===== src/rtl/ser16_tx.sv =====
// ser16_tx: buffers one WIDTH-bit word in a holding register and sends it
// MSB first as an asynchronous serial frame: start bit, data bits, optional
// even parity bit, then stop bit. The line idles high. While one frame is on
// the line, a single further word can be queued in the holding register, so
// frames can run back-to-back with no idle gap.
module ser16_tx #(
  parameter int WIDTH        = 16,
  parameter int CLKS_PER_BIT = 4,
  parameter bit PARITY_EN    = 1'b1
) (
  input  logic             clk,
  input  logic             rest,
  input  logic             load,
  input  logic [WIDTH-1:0] data_in,
  output logic             ready,
  output logic             tx,
  output logic             busy,
  output logic             done,
  output logic             overrun
);

  localparam int CNT_W = (CLKS_PER_BIT > 1) ? $clog2(CLKS_PER_BIT) : 1;
  localparam int BIT_W = (WIDTH > 1) ? $clog2(WIDTH) : 1;
  localparam logic [CNT_W-1:0] CYC_LAST = CNT_W'(CLKS_PER_BIT - 1);
  localparam logic [BIT_W-1:0] BIT_LAST = BIT_W'(WIDTH - 1);

  typedef enum logic [2:0] {
    IDLE,
    START,
    DATA,
    PARITY,
    STOP
  } state_t;

  state_t           state;
  state_t           state_nxt;
  logic [WIDTH-1:0] hold;
  logic             hold_valid;
  logic             take_hold;
  logic [WIDTH-1:0] shift;
  logic [WIDTH-1:0] shift_nxt;
  logic             par;
  logic             par_nxt;
  logic [CNT_W-1:0] cyc_cnt;
  logic [CNT_W-1:0] cyc_nxt;
  logic [BIT_W-1:0] bit_cnt;
  logic [BIT_W-1:0] bit_nxt;
  logic             tx_nxt;
  logic             bit_end;

  // The holding register is only ever written while it is empty, so the
  // transfer into the shifter and a new load can never collide.
  assign ready = !hold_valid;
  assign busy  = (state != IDLE);
  assign done  = (state == STOP) && (cyc_cnt == CYC_LAST);
  assign bit_end = (cyc_cnt == CYC_LAST);

  // Holding register and its sticky overrun flag; a load while full is dropped.
  always_ff @(posedge clk or posedge rest) begin
    if (rest) begin
      hold       <= '0;
      hold_valid <= 1'b0;
      overrun    <= 1'b0;
    end else begin
      if (take_hold) begin
        hold_valid <= 1'b0;
      end else if (load && !hold_valid) begin
        hold       <= data_in;
        hold_valid <= 1'b1;
      end
      if (load && hold_valid) begin
        overrun <= 1'b1;
      end
    end
  end

  // Frame state, shifter, counters and the registered serial line.
  always_ff @(posedge clk or posedge rest) begin
    if (rest) begin
      state   <= IDLE;
      shift   <= '0;
      par     <= 1'b0;
      cyc_cnt <= '0;
      bit_cnt <= '0;
      tx      <= 1'b1;
    end else begin
      state   <= state_nxt;
      shift   <= shift_nxt;
      par     <= par_nxt;
      cyc_cnt <= cyc_nxt;
      bit_cnt <= bit_nxt;
      tx      <= tx_nxt;
    end
  end

  // Next-state logic; tx is computed from the next state so the line flop
  // changes on the same edge as the state it belongs to.
  always_comb begin
    state_nxt = state;
    shift_nxt = shift;
    par_nxt   = par;
    cyc_nxt   = cyc_cnt;
    bit_nxt   = bit_cnt;
    take_hold = 1'b0;
    tx_nxt    = 1'b1;

    case (state)
      IDLE: begin
        cyc_nxt = '0;
        bit_nxt = '0;
        if (hold_valid) begin
          take_hold = 1'b1;
          shift_nxt = hold;
          par_nxt   = ^hold;
          state_nxt = START;
        end
      end
      START: begin
        if (bit_end) begin
          cyc_nxt   = '0;
          state_nxt = DATA;
        end else begin
          cyc_nxt = cyc_cnt + CNT_W'(1);
        end
      end
      DATA: begin
        if (bit_end) begin
          cyc_nxt = '0;
          if (bit_cnt == BIT_LAST) begin
            bit_nxt   = '0;
            state_nxt = PARITY_EN ? PARITY : STOP;
          end else begin
            bit_nxt   = bit_cnt + BIT_W'(1);
            shift_nxt = {shift[WIDTH-2:0], 1'b0};
          end
        end else begin
          cyc_nxt = cyc_cnt + CNT_W'(1);
        end
      end
      PARITY: begin
        if (bit_end) begin
          cyc_nxt   = '0;
          state_nxt = STOP;
        end else begin
          cyc_nxt = cyc_cnt + CNT_W'(1);
        end
      end
      STOP: begin
        if (bit_end) begin
          cyc_nxt = '0;
          if (hold_valid) begin
            take_hold = 1'b1;
            shift_nxt = hold;
            par_nxt   = ^hold;
            state_nxt = START;
          end else begin
            state_nxt = IDLE;
          end
        end else begin
          cyc_nxt = cyc_cnt + CNT_W'(1);
        end
      end
      default: begin
        state_nxt = IDLE;
        cyc_nxt   = '0;
        bit_nxt   = '0;
      end
    endcase

    case (state_nxt)
      START:   tx_nxt = 1'b0;
      DATA:    tx_nxt = shift_nxt[WIDTH-1];
      PARITY:  tx_nxt = par_nxt;
      default: tx_nxt = 1'b1;
    endcase
  end

endmodule


===== config.mk =====
export PLATFORM = sky130hd
export DESIGN_NAME = ser16_tx
export DESIGN_NICKNAME = d
export VERILOG_FILES = /design/src/rtl/ser16_tx.sv
export SDC_FILE = /design/constraint.sdc
export NUM_CORES = 1
export LEC_CHECK = 0
export BUFFER_PORTS_ARGS = -buffer_cell sky130_fd_sc_hd__buf_2
export CORE_UTILIZATION = 40
export DETAILED_ROUTE_END_ITERATION = 12
export PLACE_DENSITY = 0.57
export RECOVER_POWER = 25
export SYNTH_ARGS = -nofsm -noshare
export SYNTH_HDL_FRONTEND = slang
export SYNTH_SLANG_ARGS = --single-unit

===== constraint.sdc =====
create_clock -name clk -period 2.1 [get_ports clk]
set_input_delay 0.21 -clock clk [delete_from_list [all_inputs] [get_ports clk]]
set_output_delay 0.21 -clock clk [all_outputs]
set_load 0.02 [all_outputs]

==> impl_metrics.csv, run 1 <==
group,metric,value,unit
synth,synth-xor-area-share,6.62,%
setup_path,critPathMaxFanout,18,
cells_and_area,area_growth,16.1,%
power_and_ir_drop,total_power,4.08,mW
synth,synth_cell_types,40,
setup_path,slowest_stage,"and3_1",
sta,setup_viol,0,
worst_hold_path,hp-class,"input port to register",
setup_path,r2r_cells,4,
placed_design,dpl.hpwl,2.93,mm
setup_path,path_cells,"nor2_1, and3_1, a221o_1, a2bb2oi_1",
setup_path,regToRegSetupSlack,0.16,ns
outcome,status,"finished clean",
floorplan,core.rowCount,26,
power_and_ir_drop,vdd_drop_max,0.820,mV
cells_and_area,final_nets,235,
drt,vias_per_cell,5.25,
placed_design,gp_congestion,0.817,
clocking,cts_tree,"yes",
synth,async_flop_share,100,%
synth,syn_area,2120,µm²
cells_and_area,mostFrequentLayoutCells,"44 x dfrtp_1, 22 x buf_2, 19 x inv_1",
floorplan,die_h,74.7,µm
floorplan,initial_core_util,41.4,%
cells_and_area,insertedDiodeCount,0,
global_route,grt_max_degree,23,
clocking,cts_buffers,5,
cells_and_area,post_route_cells_drive_above_1_share,29.8,%
floorplan,dieWidth,74.7,µm
clocking,cts_resized,0,
clocking,clock_latency,0.29,ns
sta,finalHoldViolCount,0,
worst_hold_path,min_from,"load",
synth,synth-adder-area-share,1.18,%
drt,ant_nets,0,
setup_path,r2r_start,"state[0]",
sta,skew,0.00621,ns
floorplan,io_pins,24,
synth,syn-instance-count,184,
setup_path,critPathKind,"register to register",
setup_path,max_stage_delay,0.62,ns
clocking,clockRootBuffer,"clkbuf_8",
setup_path,end_kind,"register",
drt,detail_route.first_pass.iterations,6,
global_route,grt_pass1_vias,1489,
drt,drcViolationCount,0,
clocking,cts_max_level,2,
global_route,groute.usage.overall,16.5,%
synth,syn-num-nets,205,
cells_and_area,final_cell_count_no_fill,285,
placed_design,port-buffer-count,23,
sta,max-slew-margin-rel,49.0,%
global_route,grt_pass1_wl,6.76,mm
sta,maxSlewViolCount,0,
synth,synth_simple_gate_area_share,8.52,%
power_and_ir_drop,p_leak,1.12,nW
setup_path,cp_data_required_time,2.32,ns
power_and_ir_drop,powerDensity,1660,nW/µm²
setup_path,regToRegEndpoint,"tx",
global_route,antenna_found_initial,0,
sta,tns,0,ns
synth,synth_mux_area_share,9.05,%
sta,min_period,1.94,ns
drt,num_vias,1496,
sta,fmax,515,MHz
worst_hold_path,min_path_cells,2,
setup_path,crit_family,"simple AND/OR/NAND/NOR gates",
synth,ys_ff_latch,45,
synth,synth_top_flop_cell,"dfrtp_1",
synth,syn-mean-instance-area,11.5,µm²
synth,synth_edf_count,0,
drt,wirelength,4.00,mm
sta,period_share,92.5,%
sta,setup_ws,0.158,ns
worst_hold_path,hold_end,"overrun",
global_route,grt_overflow,0,
floorplan,core,5110,µm²
clocking,cts_sinks,45,
setup_path,cp-start-kind,"register",
setup_path,crit_buf_inv,0,
synth,synth_compound_area_share,15.3,%
sta,rsz0062_at_grt,"no",
placed_design,place_ws,0.227,ns
placed_design,placedCellCount,276,
clocking,clk_pin_slew,0.08,ns
run,drv_cap,0,
floorplan,dieArea,5580,µm²
synth,yosysWarnings,0,
sta,worst_pin_slew,0.760,ns
drt,dr.first_iter.drc_count,140,
setup_path,arrival,2.16,ns
clocking,cts.path.max_buffers,2,
synth,synth_top_family_by_area,"compound AO/OA/AOI/OAI gates",
synth,seq_area_frac_synth,53.3,%
cells_and_area,final_common_cell,"dfrtp_1",
drt,avgRoutedWirePerCell,14.0,µm
-- where the power goes --
| part | internal (mW) | switching [mW] | total [mW] |
|---|---|---|---|
| Sequential | 1.27 | 0.330 | 1.60 |
| Clock | 0.356 | 0.291 | 0.647 |
| Combinational | 0.954 | 0.876 | 1.83 |
| Total | 2.58 | 1.50 | 4.08 |
-- synth_stat cells (2+ instances only) --
cell	instances	area, µm²
xor2_1	3	26.3
a31oi_1	3	18.8
a222oi_1	14	140
buf_2	7	35.0
o21ai_0	6	30.0
dfrtp_1	44	1100
o22ai_1	2	12.5
ha_1	2	25.0
nor3_1	3	15.0
nand2_1	10	37.5
or2_2	2	12.5
mux2_2	17	191
a21oi_1	4	20.0
o2bb2ai_1	2	17.5
inv_1	20	75.1
and3_1	4	25.0
nor2_1	5	18.8
xnor2_1	13	114
nand2b_1	2	12.5
-- worst max-delay path by stage --
stage,start,endpoint,slack [ns],cells after the start
floorplan,bit_cnt[0],shift[14],0.33,8
global placement,cyc_cnt[0],tx,0.27,6
detailed placement,cyc_cnt[0],tx,0.23,6
CTS,cyc_cnt[0],tx,0.22,6
global route,state[0],tx,0.05,4
finish,state[0],tx,0.16,4
-- area by class of cell --
type | instances | area (µm²)
clock buffer | 5 | 68.8
fill | 471 | 2650
tap | 70 | 87.6
timing repair buffer | 33 | 191
multi-input combinational | 108 | 857
clock inverter | 3 | 46.3
inverter | 21 | 78.8
sequential | 45 | 1130
-- per-stage QoR --
stage | area [µm²] | util (%) | hold slack (ns)
6_report | 2460 | 48.1 | 0.137
5_1_grt | 2460 | 48.1 | 0.133
4_1_cts | 2460 | 48.2 | 0.129
3_5_place_dp | 2340 | 45.7 | 0.290
3_3_place_gp | 2340 | 45.7 | 0.281
2_1_floorplan | 2120 | - | 0.331
-- state kept, by name (all words and copies together), names as in the netlist --
name,flops
hold,16
shift,16
bit_cnt,4
state,3
cyc_cnt,2
hold_valid,1
overrun,1
par,1
tx,1
-- per-layer routing --
| metal | up-vias | GRT usage (%) | wire length [µm] |
|---|---|---|---|
| met3 | 5 | 4.02 | 167 |
| met5 | - | 0 | 0 |
| met2 | 36 | 29.2 | 2080 |
| met1 | 740 | 19.4 | 1700 |
| li1 | 715 | - | - |
| met4 | 0 | 6.29 | 54 |
-- repair_timing --
action                                 4_1_cts  5_1_grt
hold buffers                                 1        0
endpoints found under the hold margin       19        0
setup buffers                                0        0
-- kinds of logic after synthesis --
logic type                 after synthesis
xor gates and xnor gates                16
buffers and inverters                   31
adders and majority gates                2
and+or+nand+nor                         32
DFF                                     45
muxes                                   17
AOI/OAI and AO/OA                       41
No activity file was read; power rests on OpenSTA's default activity.
==> run 2, diff against run 1 <==
Settings changed: RECOVER_POWER 25 to default.
==> run 2 against run 1 <==
First-iteration DRC count rose by 11%. Highest routed layer unchanged. Cell count is the same. Non-clock buffer count unchanged. Count of clock-buffer cells in the layout did not move. Hold slack hardly changed. Cell area increased by 0.15%. Flip-flop and latch count did not move. Die area unchanged. Sequential power barely moved. Largest power group unchanged. Routed wire length about the same. Setup slack gained 0.0037 ns.
==> impl_metrics.csv, run 2 (synthesis results as in run 1) <==
group,metric,value,unit
clocking,clock_latency,0.29,ns
cells_and_area,num-fill-cells,471,
drt,avgRoutedWirePerCell,14.0,µm
setup_path,critPathKind,"register to register",
drt,drt-met1-wl,1.71,mm
cells_and_area,top_regs,"hold x16, shift x16, bit_cnt x4",
placed_design,port-buffer-count,23,
sta,finalHoldViolCount,0,
drt,wirelength,4.00,mm
sta,tns,0,ns
cells_and_area,post_route_cells_drive_above_1_share,30.7,%
cells_and_area,multi_input_area,860,µm²
drt,top_layer_used,"met4",
placed_design,dpl.hpwl,2.93,mm
power_and_ir_drop,pwr-share-comb,44.9,%
power_and_ir_drop,p_int,2.58,mW
drt,dr.first_iter.drc_count,155,
drt,detail_route.first_pass.iterations,5,
floorplan,dieArea,5580,µm²
cells_and_area,final_nets,235,
cells_and_area,final_cell_count_no_fill,285,
cells_and_area,area_growth,16.3,%
setup_path,path_cells,"ha_1, inv_2, a21boi_1, o21ai_2, a221o_1, a2bb2oi_1",
global_route,grt_pass1_wl,6.76,mm
global_route,grt_max_degree,23,
cells_and_area,insertedDiodeCount,0,
setup_path,slowest_stage,"o21ai_2",
cells_and_area,mostFrequentLayoutCells,"44 x dfrtp_1, 23 x buf_2, 19 x inv_1",
cells_and_area,regArea,1130,µm²
global_route,grt_pass1_vias,1489,
setup_path,cp-start-kind,"register",
sta,max-slew-margin-rel,48.8,%
run,drv_cap,0,
floorplan,die_h,74.7,µm
setup_path,arrival,2.16,ns
clocking,cts_tree,"yes",
power_and_ir_drop,powerDensity,1660,nW/µm²
setup_path,r2r_start,"cyc_cnt[0]",
cells_and_area,final_util,48.2,%
sta,min_period,1.94,ns
floorplan,core,5110,µm²
clocking,cts_buffers,5,
placed_design,gp_congestion,0.817,
sta,skew,0.00633,ns
cells_and_area,final_common_cell,"dfrtp_1",
sta,setup_viol,0,
setup_path,cp_data_required_time,2.32,ns
power_and_ir_drop,p_leak,1.13,nW
floorplan,io_pins,24,
drt,wl_met3,139,µm
sta,maxSlewViolCount,0,
drt,drcViolationCount,0,
drt,vias_per_cell,5.22,
sta,timing.hold.ws,0.137,ns
global_route,groute.usage.overall,16.5,%
worst_hold_path,hp-class,"input port to register",
setup_path,end_kind,"register",
global_route,grt_overflow,0,
setup_path,max_stage_delay,0.57,ns
clocking,cts.path.max_buffers,2,
worst_hold_path,min_from,"load",
sta,rsz0062_at_grt,"no",
drt,num_vias,1487,
drt,wl_met2,2.10,mm
power_and_ir_drop,vdd_drop_max,0.820,mV
clocking,cts_max_level,2,
floorplan,initial_core_util,41.4,%
floorplan,dieWidth,74.7,µm
sta,fmax,516,MHz
floorplan,core.rowCount,26,
setup_path,crit_buf_inv,1,
power_and_ir_drop,p_seq_share,39.3,%
drt,ant_nets,0,
setup_path,critPathMaxFanout,16,
sta,period_share,92.3,%
power_and_ir_drop,power_switching,1.51,mW
setup_path,crit_family,"compound AO/OA/AOI/OAI gates",
clocking,clockRootBuffer,"clkbuf_8",
setup_path,cp-startpoint,"cyc_cnt[0]",
placed_design,placedCellCount,276,
power_and_ir_drop,swShare,36.8,%
clocking,clk_pin_slew,0.08,ns
outcome,status,"finished clean",
power_and_ir_drop,p_clk_share,15.8,%
sta,worst_pin_slew,0.763,ns
global_route,antenna_found_initial,0,
clocking,cts_sinks,45,
[run 2: cell count changes in the layout (fill, tap and decap cells not counted), sizes merged]
cell,change
clkbuf,-1
buf,+1
[run 2: path summary, 6_finish.rpt]
check / slack, ns / cells after the start / to
min in group asynchronous: 0.50 / 3 / hold[9]
worst max register to register: 0.16 / 6 / tx
worst max-delay path: 0.16 / 6 / tx
worst min register to register: 0.46 / 1 / cyc_cnt[0]
worst min-delay path: 0.14 / 2 / overrun
max in group asynchronous: 1.00 / 4 / hold[12]
[run 2: area by class of cell]
type                            instances  share of cell area, %
Inverter                               21                   3.20
Tap cell                               70                   3.56
Clock inverter                          3                   1.88
Timing Repair Buffer                   33                   7.83
Multi-Input combinational cell        108                   34.9
Clock buffer                            5                   2.80
Sequential cell                        45                   45.8
[run 2: power groups by stage]
stage	clock network, mW	registers [mW]	logic, mW
floorplan	0	1.50	1.57
global placement	0	1.60	1.79
detailed placement	0	1.62	1.83
CTS	0.667	1.61	1.85
global route	0.697	1.65	2.04
finish	0.648	1.61	1.83
[run 2: repair_timing]
item                      in CTS  in global routing
hold endpoints to repair      19                  0
hold buffers                   1                  0
gates resized for setup        0                  0
buffers inserted               0                  0
[run 2: layer usage]
layer	global-route usage, %	vias up
li1	-	717
met1	19.4	738
met2	29.2	27
met3	4.02	5
met4	6.29	0
met5	0	-
[run 2: stage by stage]
| stage | area (µm²) | setup slack [ns] | total power [mW] |
|---|---|---|---|
| after floorplan | 2120 | 0.329 | 3.07 |
| after global placement | 2340 | 0.270 | 3.39 |
| after detailed placement | 2340 | 0.227 | 3.45 |
| after CTS | 2460 | 0.216 | 4.12 |
| after global routing | 2460 | 0.0872 | 4.39 |
| final | 2460 | 0.162 | 4.09 |
[run 2: worst reg2reg max path, delay by kind of cell, from the launching register on]
family	cells	cell delay, ns
adders and majority gates	1	0.23
buffers and inverters	1	0.13
DFF	1	0.40
AOI/OAI and AO/OA	4	1.11
==> run 3, diff against run 2 <==
Settings changed: CTS_BUF_LIST from default to sky130_fd_sc_hd__clkbuf_16.
==> run 3 against run 2 <==
Routed wire length decreased by 0.55%. Critical endpoint unchanged. Hold slack improved by 0.015 ns. Critical path type unchanged. Largest cell class unchanged. First-iteration DRC count decreased by 0.65%. Register-to-register slack improved by 0.03 ns. Count of clock-buffer cells in the layout unchanged. Clock power increased by 35%. Clock skew decreased by 0.0029 ns.
==> impl_metrics.csv, run 3 (synthesis results as in run 1) <==
group,metric,value,unit
sta,worst_pin_slew,0.766,ns
clocking,cts.path.max_buffers,2,
clocking,clockRootBuffer,"clkbuf_16",
cells_and_area,num-fill-cells,463,
drt,avgRoutedWirePerCell,13.9,µm
drt,detail_route.first_pass.iterations,6,
power_and_ir_drop,swShare,35.3,%
drt,ant_nets,0,
power_and_ir_drop,power_switching,1.52,mW
setup_path,critPathKind,"register to register",
outcome,status,"finished clean",
cells_and_area,final_cell_count_no_fill,285,
clocking,cts_max_level,2,
setup_path,arrival,2.12,ns
cells_and_area,final_common_cell,"dfrtp_1",
drt,dr.first_iter.drc_count,154,
sta,setup_viol,0,
clocking,cts_buffers,5,
placed_design,placedCellCount,276,
cells_and_area,insertedDiodeCount,0,
sta,skew,0.00342,ns
cells_and_area,top_regs,"hold x16, shift x16, bit_cnt x4",
floorplan,die_h,74.7,µm
sta,rsz0062_at_grt,"no",
sta,fmax,524,MHz
power_and_ir_drop,p_leak,1.15,nW
global_route,antenna_found_initial,0,
sta,tns,0,ns
global_route,grt_max_degree,23,
clocking,cts_resized,0,
power_and_ir_drop,p_seq_share,37.2,%
power_and_ir_drop,p_clk_share,20.4,%
cells_and_area,final_nets,235,
sta,period_share,90.9,%
sta,min_period,1.91,ns
clocking,clock_latency,0.28,ns
global_route,grt_pass1_wl,6.80,mm
sta,finalHoldViolCount,0,
power_and_ir_drop,pwr-share-comb,42.4,%
power_and_ir_drop,powerDensity,1710,nW/µm²
worst_hold_path,hp-class,"input port to register",
drt,num_vias,1488,
floorplan,io_pins,24,
floorplan,core.rowCount,26,
floorplan,dieArea,5580,µm²
global_route,grt_pass1_vias,1504,
floorplan,core,5110,µm²
drt,vias_per_cell,5.22,
power_and_ir_drop,total_power,4.31,mW
cells_and_area,area_growth,19.0,%
setup_path,regToRegSetupSlack,0.19,ns
floorplan,dieWidth,74.7,µm
placed_design,port-buffer-count,23,
run,drv_cap,0,
clocking,cts_sinks,45,
setup_path,end_kind,"register",
global_route,grt_overflow,0,
setup_path,max_stage_delay,0.55,ns
sta,maxSlewViolCount,0,
power_and_ir_drop,vdd_drop_max,0.743,mV
floorplan,initial_core_util,41.4,%
drt,drcViolationCount,0,
sta,max-slew-margin-rel,48.6,%
setup_path,critPathMaxFanout,16,
setup_path,path_cells,"ha_1, inv_2, a21boi_1, o21ai_2, a221o_1, a2bb2oi_1",
placed_design,gp_congestion,0.817,
power_and_ir_drop,p_int,2.79,mW
clocking,clk_pin_slew,0.06,ns
cells_and_area,post_route_cells_drive_above_1_share,30.7,%
cells_and_area,mostFrequentLayoutCells,"44 x dfrtp_1, 23 x buf_2, 19 x inv_1",
setup_path,cp-start-kind,"register",
setup_path,cp_data_required_time,2.31,ns
global_route,groute.usage.overall,16.7,%
clocking,cts_tree,"yes",
drt,wirelength,3.98,mm
placed_design,dpl.hpwl,2.93,mm
setup_path,slowest_stage,"o21ai_2",
## run 3: cell counts in the layout (fill, tap and decap cells not counted)
Identical to the previous run, type by type.
## run 3: path summary, 6_finish.rpt
path                               to  depth (start not counted)  startpoint
setup / recovery                   tx                          6  cyc_cnt[0]
hold / removal                overrun                          2        load
setup reg to reg                   tx                          6  cyc_cnt[0]
hold reg to reg            cyc_cnt[0]                          1  cyc_cnt[0]
max in group asynchronous    hold[12]                          4        rest
min in group asynchronous     hold[2]                          3        rest
## run 3: repair_timing
item                                    CTS  global route
hold endpoints to repair                 19             0
hold buffers                              1             0
endpoints found under the setup margin    0             0
setup buffers                             0             0
## run 3: layout make-up
cell class / count / area, µm² / share of cell area, %
clock buffers: 5 / 125 / 4.97
clock inverters: 3 / 46.3 / 1.84
inverters: 21 / 78.8 / 3.13
multi-input cells: 108 / 860 / 34.1
flip-flops and latches: 45 / 1130 / 44.8
well taps: 70 / 87.6 / 3.48
repair buffers: 33 / 193 / 7.65
## run 3: power by group through the flow
stage	sequential (mW)	combinational [mW]	clock (mW)
after floorplan	1.50	1.57	0
after global placement	1.60	1.79	0
after detailed placement	1.62	1.83	0
after CTS	1.60	1.85	0.897
after global routing	1.65	2.04	0.937
final	1.60	1.83	0.878
## run 3: metal layers
layer  vias to the layer above  wire (µm)  track usage [%]
li1                        719          -                -
met1                       725       1740             19.8
met2                        39       2020             28.9
met3                         5        165             4.42
met4                         0         53             6.29
met5                         -          0                0
## run 3: metrics by stage
stage	setup WS [ns]	hold slack, ns	area, µm²	utilization [%]
floorplan	0.329	0.331	2120	-
global placement	0.270	0.281	2340	45.7
detailed placement	0.227	0.290	2340	45.7
CTS	0.219	0.149	2520	49.3
global route	0.0920	0.153	2520	49.3
finish	0.192	0.151	2520	49.3
## run 3: worst max-delay path, delay by kind of cell, from the launching register on
family	cells	cell delay (ns)
AOI/OAI and AO/OA	4	1.08
DFF	1	0.39
adders and majority gates	1	0.23
buffers and inverters	1	0.13
